File: src/rtl/cpm_reg_arb_if.sv
// Bundle of requester-side handshake and register-side control signals for cpm_reg_arb.
// The arbiter takes the slave view; requesters and the shared register see the master view.
interface cpm_reg_arb_if #(
  parameter int unsigned NUM_REQ = 4,
  parameter int unsigned DW      = 8
);
  localparam int unsigned IW = (NUM_REQ > 1) ? $clog2(NUM_REQ) : 1;

  logic [NUM_REQ-1:0]    ReqVld;
  logic [NUM_REQ-1:0]    ReqClr;
  logic [NUM_REQ*DW-1:0] ReqDat;
  logic                  ClrAll;
  logic [NUM_REQ-1:0]    ReqRdy;
  logic                  RegClear;
  logic [DW-1:0]         RegDataClr;
  logic                  RegEnable;
  logic [DW-1:0]         RegDataIn;
  logic [IW-1:0]         GrantIdx;
  logic                  Busy;

  modport master (
    output ReqVld, ReqClr, ReqDat, ClrAll,
    input  ReqRdy, RegClear, RegDataClr, RegEnable, RegDataIn, GrantIdx, Busy
  );

  modport slave (
    input  ReqVld, ReqClr, ReqDat, ClrAll,
    output ReqRdy, RegClear, RegDataClr, RegEnable, RegDataIn, GrantIdx, Busy
  );
endinterface

File: src/rtl/cpm_reg_arb.sv
// Round-robin write arbiter for a shared CPM_REG_RCE-style register, with a pre-emptive global clear.
// Every output is a flop loaded on the edge that enters the cycle in which it is active.
module cpm_reg_arb #(
  parameter int unsigned   NUM_REQ = 4,
  parameter int unsigned   DW      = 8,
  parameter logic [DW-1:0] CLR_DAT = '0
) (
  input logic           Clk,
  input logic           Rstn,
  cpm_reg_arb_if.slave  bus
);
  localparam int unsigned IW = (NUM_REQ > 1) ? $clog2(NUM_REQ) : 1;

  typedef enum logic [1:0] {
    IDLE  = 2'd0,
    ISSUE = 2'd1,
    GCLR  = 2'd2
  } state_e;

  state_e             state_q, state_d;
  logic [IW-1:0]      ptr_q, ptr_d;
  logic [IW-1:0]      grant_q, grant_d;
  logic [NUM_REQ-1:0] rdy_q, rdy_d;
  logic               clr_q, clr_d;
  logic               en_q, en_d;
  logic [DW-1:0]      din_q, din_d;
  logic               busy_q, busy_d;

  logic               any_req;
  logic [IW-1:0]      winner;
  int unsigned        idx;

  // First pending requester at or after the round-robin pointer, wrapping.
  always_comb begin
    any_req = 1'b0;
    winner  = '0;
    idx     = 0;
    for (int unsigned i = 0; i < NUM_REQ; i++) begin
      idx = (32'(ptr_q) + i) % NUM_REQ;
      if (!any_req && bus.ReqVld[idx[IW-1:0]]) begin
        any_req = 1'b1;
        winner  = idx[IW-1:0];
      end
    end
  end

  // Outputs are computed together with the next state so they are registered
  // and line up exactly with the ISSUE/GCLR cycle.
  always_comb begin
    state_d = state_q;
    ptr_d   = ptr_q;
    grant_d = grant_q;
    rdy_d   = '0;
    clr_d   = 1'b0;
    en_d    = 1'b0;
    din_d   = din_q;
    case (state_q)
      IDLE: begin
        if (bus.ClrAll) begin
          state_d = GCLR;
          clr_d   = 1'b1;
        end else if (any_req) begin
          state_d       = ISSUE;
          grant_d       = winner;
          ptr_d         = (32'(winner) == NUM_REQ - 1) ? '0 : winner + IW'(1);
          rdy_d[winner] = 1'b1;
          if (bus.ReqClr[winner]) begin
            clr_d = 1'b1;
          end else begin
            en_d  = 1'b1;
            din_d = bus.ReqDat[32'(winner)*DW +: DW];
          end
        end
      end
      ISSUE: begin
        if (bus.ClrAll) begin
          state_d = GCLR;
          clr_d   = 1'b1;
        end else begin
          state_d = IDLE;
        end
      end
      GCLR:    state_d = IDLE;
      default: state_d = IDLE;
    endcase
    busy_d = (state_d != IDLE);
  end

  always_ff @(posedge Clk or negedge Rstn) begin
    if (!Rstn) begin
      state_q <= IDLE;
      ptr_q   <= '0;
      grant_q <= '0;
      rdy_q   <= '0;
      clr_q   <= 1'b0;
      en_q    <= 1'b0;
      din_q   <= '0;
      busy_q  <= 1'b0;
    end else begin
      state_q <= state_d;
      ptr_q   <= ptr_d;
      grant_q <= grant_d;
      rdy_q   <= rdy_d;
      clr_q   <= clr_d;
      en_q    <= en_d;
      din_q   <= din_d;
      busy_q  <= busy_d;
    end
  end

  assign bus.ReqRdy     = rdy_q;
  assign bus.RegClear   = clr_q;
  assign bus.RegDataClr = CLR_DAT;
  assign bus.RegEnable  = en_q;
  assign bus.RegDataIn  = din_q;
  assign bus.GrantIdx   = grant_q;
  assign bus.Busy       = busy_q;
endmodule

File: src/flat_wrapper.sv
// flat-port wrapper written by rule: the top's interface ports become plain ports
module cpm_reg_arb_flat 
#(
  parameter int unsigned   NUM_REQ = 4,
  parameter int unsigned   DW      = 8,
  parameter logic [DW-1:0] CLR_DAT = '0
)
  (Clk, Rstn, bus_ReqVld, bus_ReqClr, bus_ReqDat, bus_ClrAll, bus_ReqRdy, bus_RegClear, bus_RegDataClr, bus_RegEnable, bus_RegDataIn, bus_GrantIdx, bus_Busy);
  cpm_reg_arb_if #(.NUM_REQ(NUM_REQ), .DW(DW)) bus_i ();
  input logic Clk;
  input logic Rstn;
  input wire logic [$bits(bus_i.ReqVld)-1:0] bus_ReqVld;
  input wire logic [$bits(bus_i.ReqClr)-1:0] bus_ReqClr;
  input wire logic [$bits(bus_i.ReqDat)-1:0] bus_ReqDat;
  input wire logic [$bits(bus_i.ClrAll)-1:0] bus_ClrAll;
  output wire logic [$bits(bus_i.ReqRdy)-1:0] bus_ReqRdy;
  output wire logic [$bits(bus_i.RegClear)-1:0] bus_RegClear;
  output wire logic [$bits(bus_i.RegDataClr)-1:0] bus_RegDataClr;
  output wire logic [$bits(bus_i.RegEnable)-1:0] bus_RegEnable;
  output wire logic [$bits(bus_i.RegDataIn)-1:0] bus_RegDataIn;
  output wire logic [$bits(bus_i.GrantIdx)-1:0] bus_GrantIdx;
  output wire logic [$bits(bus_i.Busy)-1:0] bus_Busy;
  assign bus_i.ReqVld = bus_ReqVld;
  assign bus_i.ReqClr = bus_ReqClr;
  assign bus_i.ReqDat = bus_ReqDat;
  assign bus_i.ClrAll = bus_ClrAll;
  assign bus_ReqRdy = bus_i.ReqRdy;
  assign bus_RegClear = bus_i.RegClear;
  assign bus_RegDataClr = bus_i.RegDataClr;
  assign bus_RegEnable = bus_i.RegEnable;
  assign bus_RegDataIn = bus_i.RegDataIn;
  assign bus_GrantIdx = bus_i.GrantIdx;
  assign bus_Busy = bus_i.Busy;
  cpm_reg_arb #(.NUM_REQ(NUM_REQ), .DW(DW), .CLR_DAT(CLR_DAT)) u_core (.Clk(Clk), .Rstn(Rstn), .bus(bus_i));
endmodule
File: config.mk
export PLATFORM = sky130hd
export DESIGN_NAME = cpm_reg_arb_flat
export DESIGN_NICKNAME = d
export VERILOG_FILES = /design/src/rtl/cpm_reg_arb_if.sv /design/src/rtl/cpm_reg_arb.sv /design/src/flat_wrapper.sv
export SDC_FILE = /design/constraint.sdc
export NUM_CORES = 1
export LEC_CHECK = 0
export ABC_CLOCK_PERIOD_IN_PS = 2500
export BUFFER_PORTS_ARGS = -buffer_cell sky130_fd_sc_hd__buf_2
export CORE_UTILIZATION = 44
export CTS_CLUSTER_SIZE = 25
export DETAILED_ROUTE_END_ITERATION = 10
export PLACE_DENSITY = 0.79
export SYNTH_ARGS = -nofsm -noshare
export SYNTH_HDL_FRONTEND = slang
export SYNTH_SLANG_ARGS = --single-unit
export TNS_END_PERCENT = 100
File: constraint.sdc
create_clock -name Clk -period 2.5 [get_ports Clk]
set_clock_uncertainty 0.2 [all_clocks]
set_input_delay 0.125 -clock Clk [delete_from_list [all_inputs] [get_ports Clk]]
set_output_delay 0.125 -clock Clk [all_outputs]
set_load 0.02 [all_outputs]
==> flow_summary.ini, run 1 <==
[setup_path]
r2r_end = u_core.bus.RegDataIn[1]
path_cells = a21o_1, a21oi_1, o22a_1, mux2_2, o22ai_4, mux2_2
r2r-start = u_core.ptr_q[1]
crit_path_max_fanout = 9
crit_path_top_delay_cell = dfrtp_1
rr_worst_depth = 6
path_common_cell = mux2_2
crit_required_ns = 2.50
startpoint_type = flop
critPathArrivalTime_ns = 2.36
end_kind = flop
slowest_delay_ns = 0.45
r2r_slack_ns = 0.14
path_class = flop to flop

[detailed_routing]
wl_met3_um = 192
wl_mm = 2.53
route.met2.wl_mm = 1.26
wl_met1_mm = 1.04
viasPerCell = 4.94
drt_iter0_markers = 6
drtAntennaViolNets = 0
first_pass_iters = 4
wire_per_inst_um = 12.7
routed.top_layer = met4
vias = 988
drc_errors = 0

[layout]
multi_input_area_um2 = 638
regArea_um2 = 526
syn2layout_area_growth_pct = 29.1
final_area_mm2 = 0.00160
fin_cells = 200
layout-drive-gt1-share_pct = 48.8
antennaDiodeCount = 0
finalCoreUtilization_pct = 62.5
nNetsFinal = 218
nFillCells = 246

[worst_hold_path]
hold_end = u_core.bus.RegDataIn[7]
min_from = bus_ReqDat[7]
min_path_cells = 4
hold_class = primary input to flop

[die]
start_util_pct = 48.4
num_rows = 18
die_height_um = 55.1
fp.dieW_um = 55.1
die_area_mm2 = 0.00304
coreArea_mm2 = 0.00257
ios = 68

[placed_design]
hpwlAfterDp_mm = 2.07
dp_cells = 194
portBuffers = 59
postPlaceCellArea_mm2 = 0.00156
gp_congestion = 0.822
dp_slack_ns = 0.150

[timing]
period_share_pct = 94.5
hold_slack_ns = 0.0130
period_minus_slack_ns = 2.36
fin_ws_ns = 0.138
maxSlewViolCount = 0
rsz0062_at_grt = false
hold_viol_final = 0
setup_viol = 0
max_freq_ghz = 0.423
finalSetupTns_ns = 0

[synth]
ys_seq_area_share_pct = 42.3
syn_area_per_cell_um2 = 11.8
yosysUniqueCellTypes = 26
synth_top_area_cell = dfrtp_1
yosysWarnings = 0
synth-seq-cells = 21
yosysTopAreaCellShare_pct = 42.3
ys_top_cells_by_area = dfrtp_1 42%, mux2i_1 20%, mux2_2 9.1%, buf_4 6.6%, ha_1 4.0%
netlist_instances = 105
syn_area_mm2 = 0.00124

[global_routing]
grt_pass1_vias = 1011
gr-total-overflow = 0
grt_max_degree = 22
track_usage_pct = 19.0
grt_pass1_wl_mm = 4.04
antenna_found_initial = 0

[clocking]
clk_path_buf_depth = 2
cts_setup_buffers = 0
clock_sink_count = 21
clkTransAtPathRegs_ns = 0.12
hold_buffers = 2
cts_buffers = 3
cts_max_level = 1
tritoncts = yes
clk_latency_ns = 0.30
cts.repair.resized = 0
clockRootBuffer = clkbuf_4

[pwr]
p_total_mw = 1.40
ir_worst_vdd_uv = 620
powerDensity_mw_per_mm2 = 872
leakagePower_nw = 0.884

[run_status]
status = completed

[job]
drv_cap = 0
Yosys cell counts:
cell,number
nor2b_1,1
buf_4,11
a211oi_1,1
nand2b_1,4
mux2_2,10
nand2_2,1
mux2_1,1
a21oi_1,2
ha_1,4
dfrtp_1,21
o21a_1,1
o22ai_1,1
a311o_1,1
inv_1,6
o21ai_0,2
o22a_1,1
o22ai_4,1
nor2_2,1
conb_1,1
a21o_1,1
nor2_1,1
mux2_4,1
mux2i_1,25
buf_2,1
and2_1,4
nand2_1,1
report_power, final:
part           total [mW]  internal, mW  switching [mW]
Sequential          0.512         0.449          0.0630
Combinational       0.722         0.337           0.385
Clock               0.164        0.0597           0.104
Total                1.40         0.846           0.552
cell usage in the layout, fill, tap and decap left out, drive strengths merged, types with 3 or more instances in the layout:
cell,synthesis,layout
buf,12,64
mux2i,25,25
dfrtp,21,21
mux2,12,12
conb,1,8
inv,6,6
nand2b,4,4
and2,4,4
ha,4,4
clkbuf,0,3
worst max-delay path, delay by kind of cell (launching register included):
kind | cells | cell delay (ns)
AOI/OAI and AO/OA | 4 | 0.83
muxes | 2 | 0.78
DFF | 1 | 0.45
cell families after synthesis:
logic type | share of synthesized area (%)
AO/OA/AOI/OAI | 7.05
adder cells (fa/ha/maj) | 4.03
buffers and inverters | 8.86
flip-flops | 42.3
multiplexers | 31.3
other | 0.302
AND/OR/NAND/NOR | 6.14
state kept, by name, summed over array words and instances (netlist names):
name                  cells
u_core.bus.RegDataIn      8
u_core.bus.ReqRdy         4
u_core.bus.GrantIdx       2
u_core.ptr_q              2
u_core.state_q            2
u_core.bus.Busy           1
u_core.bus.RegClear       1
u_core.bus.RegEnable      1
worst max path at each step:
stage	startpoint	end	slack (ns)
after floorplan	u_core.ptr_q[1]	u_core.bus.RegDataIn[0]	0.34
after global placement	u_core.ptr_q[1]	u_core.bus.RegDataIn[3]	0.23
after detailed placement	u_core.ptr_q[1]	u_core.bus.RegDataIn[5]	0.15
after CTS	u_core.ptr_q[1]	u_core.bus.RegDataIn[2]	0.13
after global routing	u_core.ptr_q[1]	u_core.bus.RegDataIn[2]	0.08
final	u_core.ptr_q[1]	u_core.bus.RegDataIn[1]	0.14
layer usage:
metal	vias up	global-route usage, %
li1	474	-
met1	454	20.2
met2	56	35.5
met3	4	3.83
met4	0	8.75
met5	-	0
layout make-up:
cell class / instances / area share, %
Timing Repair Buffer: 66 / 22.0
Tap cell: 30 / 2.34
Inverter: 6 / 1.40
Multi-Input combinational cell: 73 / 39.8
Sequential cell: 21 / 32.8
Clock inverter: 1 / 0.312
Clock buffer: 3 / 1.40
(Power assumes the default switching activity.)
==> run 2, diff against run 1 <==
Settings changed: RECOVER_POWER from default to 25.
==> flow_summary.ini, run 2 (same netlist as run 1, synthesis figures left out) <==
[run_status]
status = completed

[setup_path]
crit_required_ns = 2.50
path_class = flop to flop
cp_num_buf_inv = 0
slowest_delay_ns = 0.45
end_kind = flop
crit_path_max_fanout = 9
r2r_slack_ns = 0.14
r2r_end = u_core.bus.RegDataIn[1]
crit_path_top_delay_cell = dfrtp_1
r2r-start = u_core.ptr_q[1]
path_common_cell = mux2_2
path_cells = a21o_1, a21oi_1, o22a_1, mux2_2, o22ai_4, mux2_2
rr_worst_depth = 6
startpoint_type = flop
crit_family = compound AO/OA/AOI/OAI gates
critPathArrivalTime_ns = 2.36

[timing]
setup_viol = 0
period_share_pct = 94.5
hold_slack_ns = 0.0130
period_minus_slack_ns = 2.36
max_slew_margin_pct = 23.9
tightest_slew_ns = 1.14
rsz0062_at_grt = false
finalSetupTns_ns = 0
hold_viol_final = 0
fin_ws_ns = 0.138
maxSlewViolCount = 0
max_freq_ghz = 0.423

[die]
fp.dieW_um = 55.1
ios = 68
die_area_mm2 = 0.00304
num_rows = 18
start_util_pct = 48.4
die_height_um = 55.1
coreArea_mm2 = 0.00257

[global_routing]
grt_pass1_vias = 1011
gr-total-overflow = 0
track_usage_pct = 19.0
grt_pass1_wl_mm = 4.04
grt_max_degree = 22
antenna_found_initial = 0

[clocking]
tritoncts = yes
clk_latency_ns = 0.30
clkTransAtPathRegs_ns = 0.12
clockRootBuffer = clkbuf_4
clk_path_buf_depth = 2
cts_buffers = 3
cts_max_level = 1
clock_sink_count = 21
cts_setup_buffers = 0

[worst_hold_path]
hold_end = u_core.bus.RegDataIn[7]
min_from = bus_ReqDat[7]
min_path_cells = 4
hold_class = primary input to flop

[layout]
layout_common_cells = 58 x buf_2, 25 x mux2i_1, 21 x dfrtp_1, 10 x mux2_2, 8 x conb_1
final_area_mm2 = 0.00160
layout_commonest_cell = buf_2
fin_cells = 200
layout-drive-gt1-share_pct = 48.2
finalCoreUtilization_pct = 62.4
antennaDiodeCount = 0
largest_reg_flops = 8
syn2layout_area_growth_pct = 29.0
nNetsFinal = 218
nFillCells = 245

[detailed_routing]
vias = 988
first_pass_iters = 4
drtAntennaViolNets = 0
viasPerCell = 4.94
drc_errors = 0
wl_mm = 2.53
drt_iter0_markers = 6
wire_per_inst_um = 12.7

[placed_design]
gp_congestion = 0.822
dp_cells = 194
hpwlAfterDp_mm = 2.07
postPlaceCellArea_mm2 = 0.00156
dp_slack_ns = 0.150
portBuffers = 59

[pwr]
leakagePower_nw = 0.881
ir_worst_vdd_uv = 620
powerDensity_mw_per_mm2 = 872
p_total_mw = 1.40

[job]
drv_cap = 0
[run 2: power by group]
part / switching (mW) / total, mW / internal, mW
Sequential: 0.0630 / 0.512 / 0.449
Combinational: 0.385 / 0.722 / 0.337
Clock: 0.104 / 0.164 / 0.0597
[run 2: worst max-delay path by stage]
stage,startpoint,end,slack (ns),cells after the start
finish,u_core.ptr_q[1],u_core.bus.RegDataIn[1],0.14,6
global route,u_core.ptr_q[1],u_core.bus.RegDataIn[2],0.08,6
CTS,u_core.ptr_q[1],u_core.bus.RegDataIn[2],0.13,6
detailed placement,u_core.ptr_q[1],u_core.bus.RegDataIn[5],0.15,6
global placement,u_core.ptr_q[1],u_core.bus.RegDataIn[3],0.23,6
floorplan,u_core.ptr_q[1],u_core.bus.RegDataIn[0],0.34,6
[run 2: repair_timing]
item	CTS	global route
hold endpoints to repair	26	0
hold buffers	2	0
resized for setup	0	0
[run 2: layout make-up]
class | count | area [µm²] | share of cell area (%)
flip-flops and latches | 21 | 526 | 32.8
clock inverters | 1 | 5.00 | 0.312
well taps | 30 | 37.5 | 2.34
repair buffers | 66 | 352 | 21.9
inverters | 6 | 22.5 | 1.41
multi-input cells | 73 | 638 | 39.8
clock buffers | 3 | 22.5 | 1.41
[run 2: tightest hold or removal path, delay by kind of cell]
kind / cells / cell delay, ns
muxes: 3 / 0.29
buffers and inverters: 1 / 0.07
[run 2: metal layers]
layer | share of wire (%) | global-route usage, % | vias up
li1 | - | - | 474
met1 | 41 | 20.2 | 454
met2 | 50 | 35.5 | 56
met3 | 7.6 | 3.83 | 4
met4 | 1.7 | 8.75 | 0
met5 | 0 | 0 | -
==> run 3, diff against run 2 <==
Settings changed: PLACE_DENSITY 0.79 to 0.78.
==> flow_summary.ini, run 3 (same netlist as run 1, synthesis figures left out) <==
[run_status]
status = completed

[placed_design]
dp_slack_ns = 0.146
hpwlAfterDp_mm = 1.95
postPlaceCellArea_mm2 = 0.00156
portBuffers = 59
gp_congestion = 0.812

[layout]
layout-drive-gt1-share_pct = 48.2
nNetsFinal = 218
layout_commonest_cell = buf_2
syn2layout_area_growth_pct = 29.0
final_area_mm2 = 0.00160
regArea_um2 = 526
multi_input_area_um2 = 638
finalCoreUtilization_pct = 62.4
antennaDiodeCount = 0
layout_common_cells = 58 x buf_2, 25 x mux2i_1, 21 x dfrtp_1, 10 x mux2_2, 8 x conb_1
largest_reg_flops = 8
nFillCells = 214

[setup_path]
crit_required_ns = 2.50
path_class = flop to flop
critPathArrivalTime_ns = 2.34
r2r-start = u_core.ptr_q[1]
r2r_slack_ns = 0.16
rr_worst_depth = 6
end_kind = flop
crit_path_max_fanout = 9
startpoint_type = flop
r2r_end = u_core.bus.RegDataIn[3]

[clocking]
cts.repair.resized = 0
tritoncts = yes
clk_latency_ns = 0.30
cts_max_level = 1
clk_path_buf_depth = 2
clockRootBuffer = clkbuf_4
clkTransAtPathRegs_ns = 0.12
cts_buffers = 3
clock_sink_count = 21

[global_routing]
grt_max_degree = 22
grt_busiest_layer = met2
antenna_found_initial = 0
grt_pass1_wl_mm = 3.59
use_met1_pct = 19.4
gr-total-overflow = 0
use_met2_pct = 28.9
track_usage_pct = 17.3
grt_pass1_vias = 867
grtUsageMet3_pct = 5.19

[timing]
max_slew_margin_pct = 28.8
setup_viol = 0
maxSlewViolCount = 0
fin_ws_ns = 0.157
period_share_pct = 93.7
tightest_slew_ns = 1.07
max_freq_ghz = 0.427
hold_slack_ns = 0.0231
period_minus_slack_ns = 2.34
finalSetupTns_ns = 0
rsz0062_at_grt = false
hold_viol_final = 0

[die]
ios = 68
die_height_um = 55.1
coreArea_mm2 = 0.00257
start_util_pct = 48.4
num_rows = 18
die_area_mm2 = 0.00304
fp.dieW_um = 55.1

[worst_hold_path]
hold_class = primary input to flop
min_from = bus_ReqDat[15]
hold_end = u_core.bus.RegDataIn[7]
min_path_cells = 4

[job]
drv_cap = 0

[detailed_routing]
drtAntennaViolNets = 0
drt_iter0_markers = 18
viasPerCell = 4.92
first_pass_iters = 3
wl_mm = 2.35
wire_per_inst_um = 11.7
drc_errors = 0
vias = 984

[pwr]
leakagePower_nw = 0.881
powerDensity_mw_per_mm2 = 865
ir_worst_vdd_uv = 447
[run 3: cell counts in the layout (fill, tap and decap cells not counted)]
Identical to the previous run, type by type.
[run 3: worst max-delay path, stage by stage (launching register included)]
cell and delay (ns):
dfrtp_1 0.45, a21o_1 0.17, a21oi_1 0.13, o22a_1 0.24, mux2_4 0.34, o22ai_4 0.32, mux2_2 0.38
[run 3: area by class of cell]
cell class	count	share of cell area, %
well taps	30	2.34
multi-input cells	73	39.8
inverters	6	1.41
flip-flops and latches	21	32.8
clock inverters	1	0.312
repair buffers	66	21.9
clock buffers	3	1.41
[run 3: power breakdown]
| group | switching, mW | internal (mW) |
|---|---|---|
| Clock | 0.0998 | 0.0597 |
| Combinational | 0.381 | 0.337 |
| Sequential | 0.0599 | 0.449 |
| Total | 0.541 | 0.846 |
[run 3: worst max-delay path by stage]
stage | start | endpoint
2_1_floorplan | u_core.ptr_q[1] | u_core.bus.RegDataIn[0]
3_3_place_gp | u_core.ptr_q[1] | u_core.bus.RegDataIn[2]
3_5_place_dp | u_core.ptr_q[1] | u_core.bus.RegDataIn[0]
4_1_cts | u_core.ptr_q[1] | u_core.bus.RegDataIn[3]
5_1_grt | u_core.ptr_q[1] | u_core.bus.RegDataIn[3]
6_report | u_core.ptr_q[1] | u_core.bus.RegDataIn[3]
[run 3: layer usage]
| metal | vias to the layer above | share of wire (%) | routed length, µm |
|---|---|---|---|
| met5 | - | 0 | 0 |
| met4 | 0 | 2.2 | 52 |
| met3 | 5 | 9.8 | 231 |
| met2 | 55 | 48 | 1130 |
| met1 | 446 | 40 | 932 |
| li1 | 478 | - | - |
[run 3: metrics by stage]
step,std cells,total power [mW]
floorplan,112,1.03
global placement,194,1.22
detailed placement,194,1.24
CTS,200,1.40
global route,200,1.49
finish,200,1.39
[run 3: repair_timing]
item	CTS	global route
buffers inserted	0	0
endpoints found under the hold margin	26	0
hold buffers	2	0
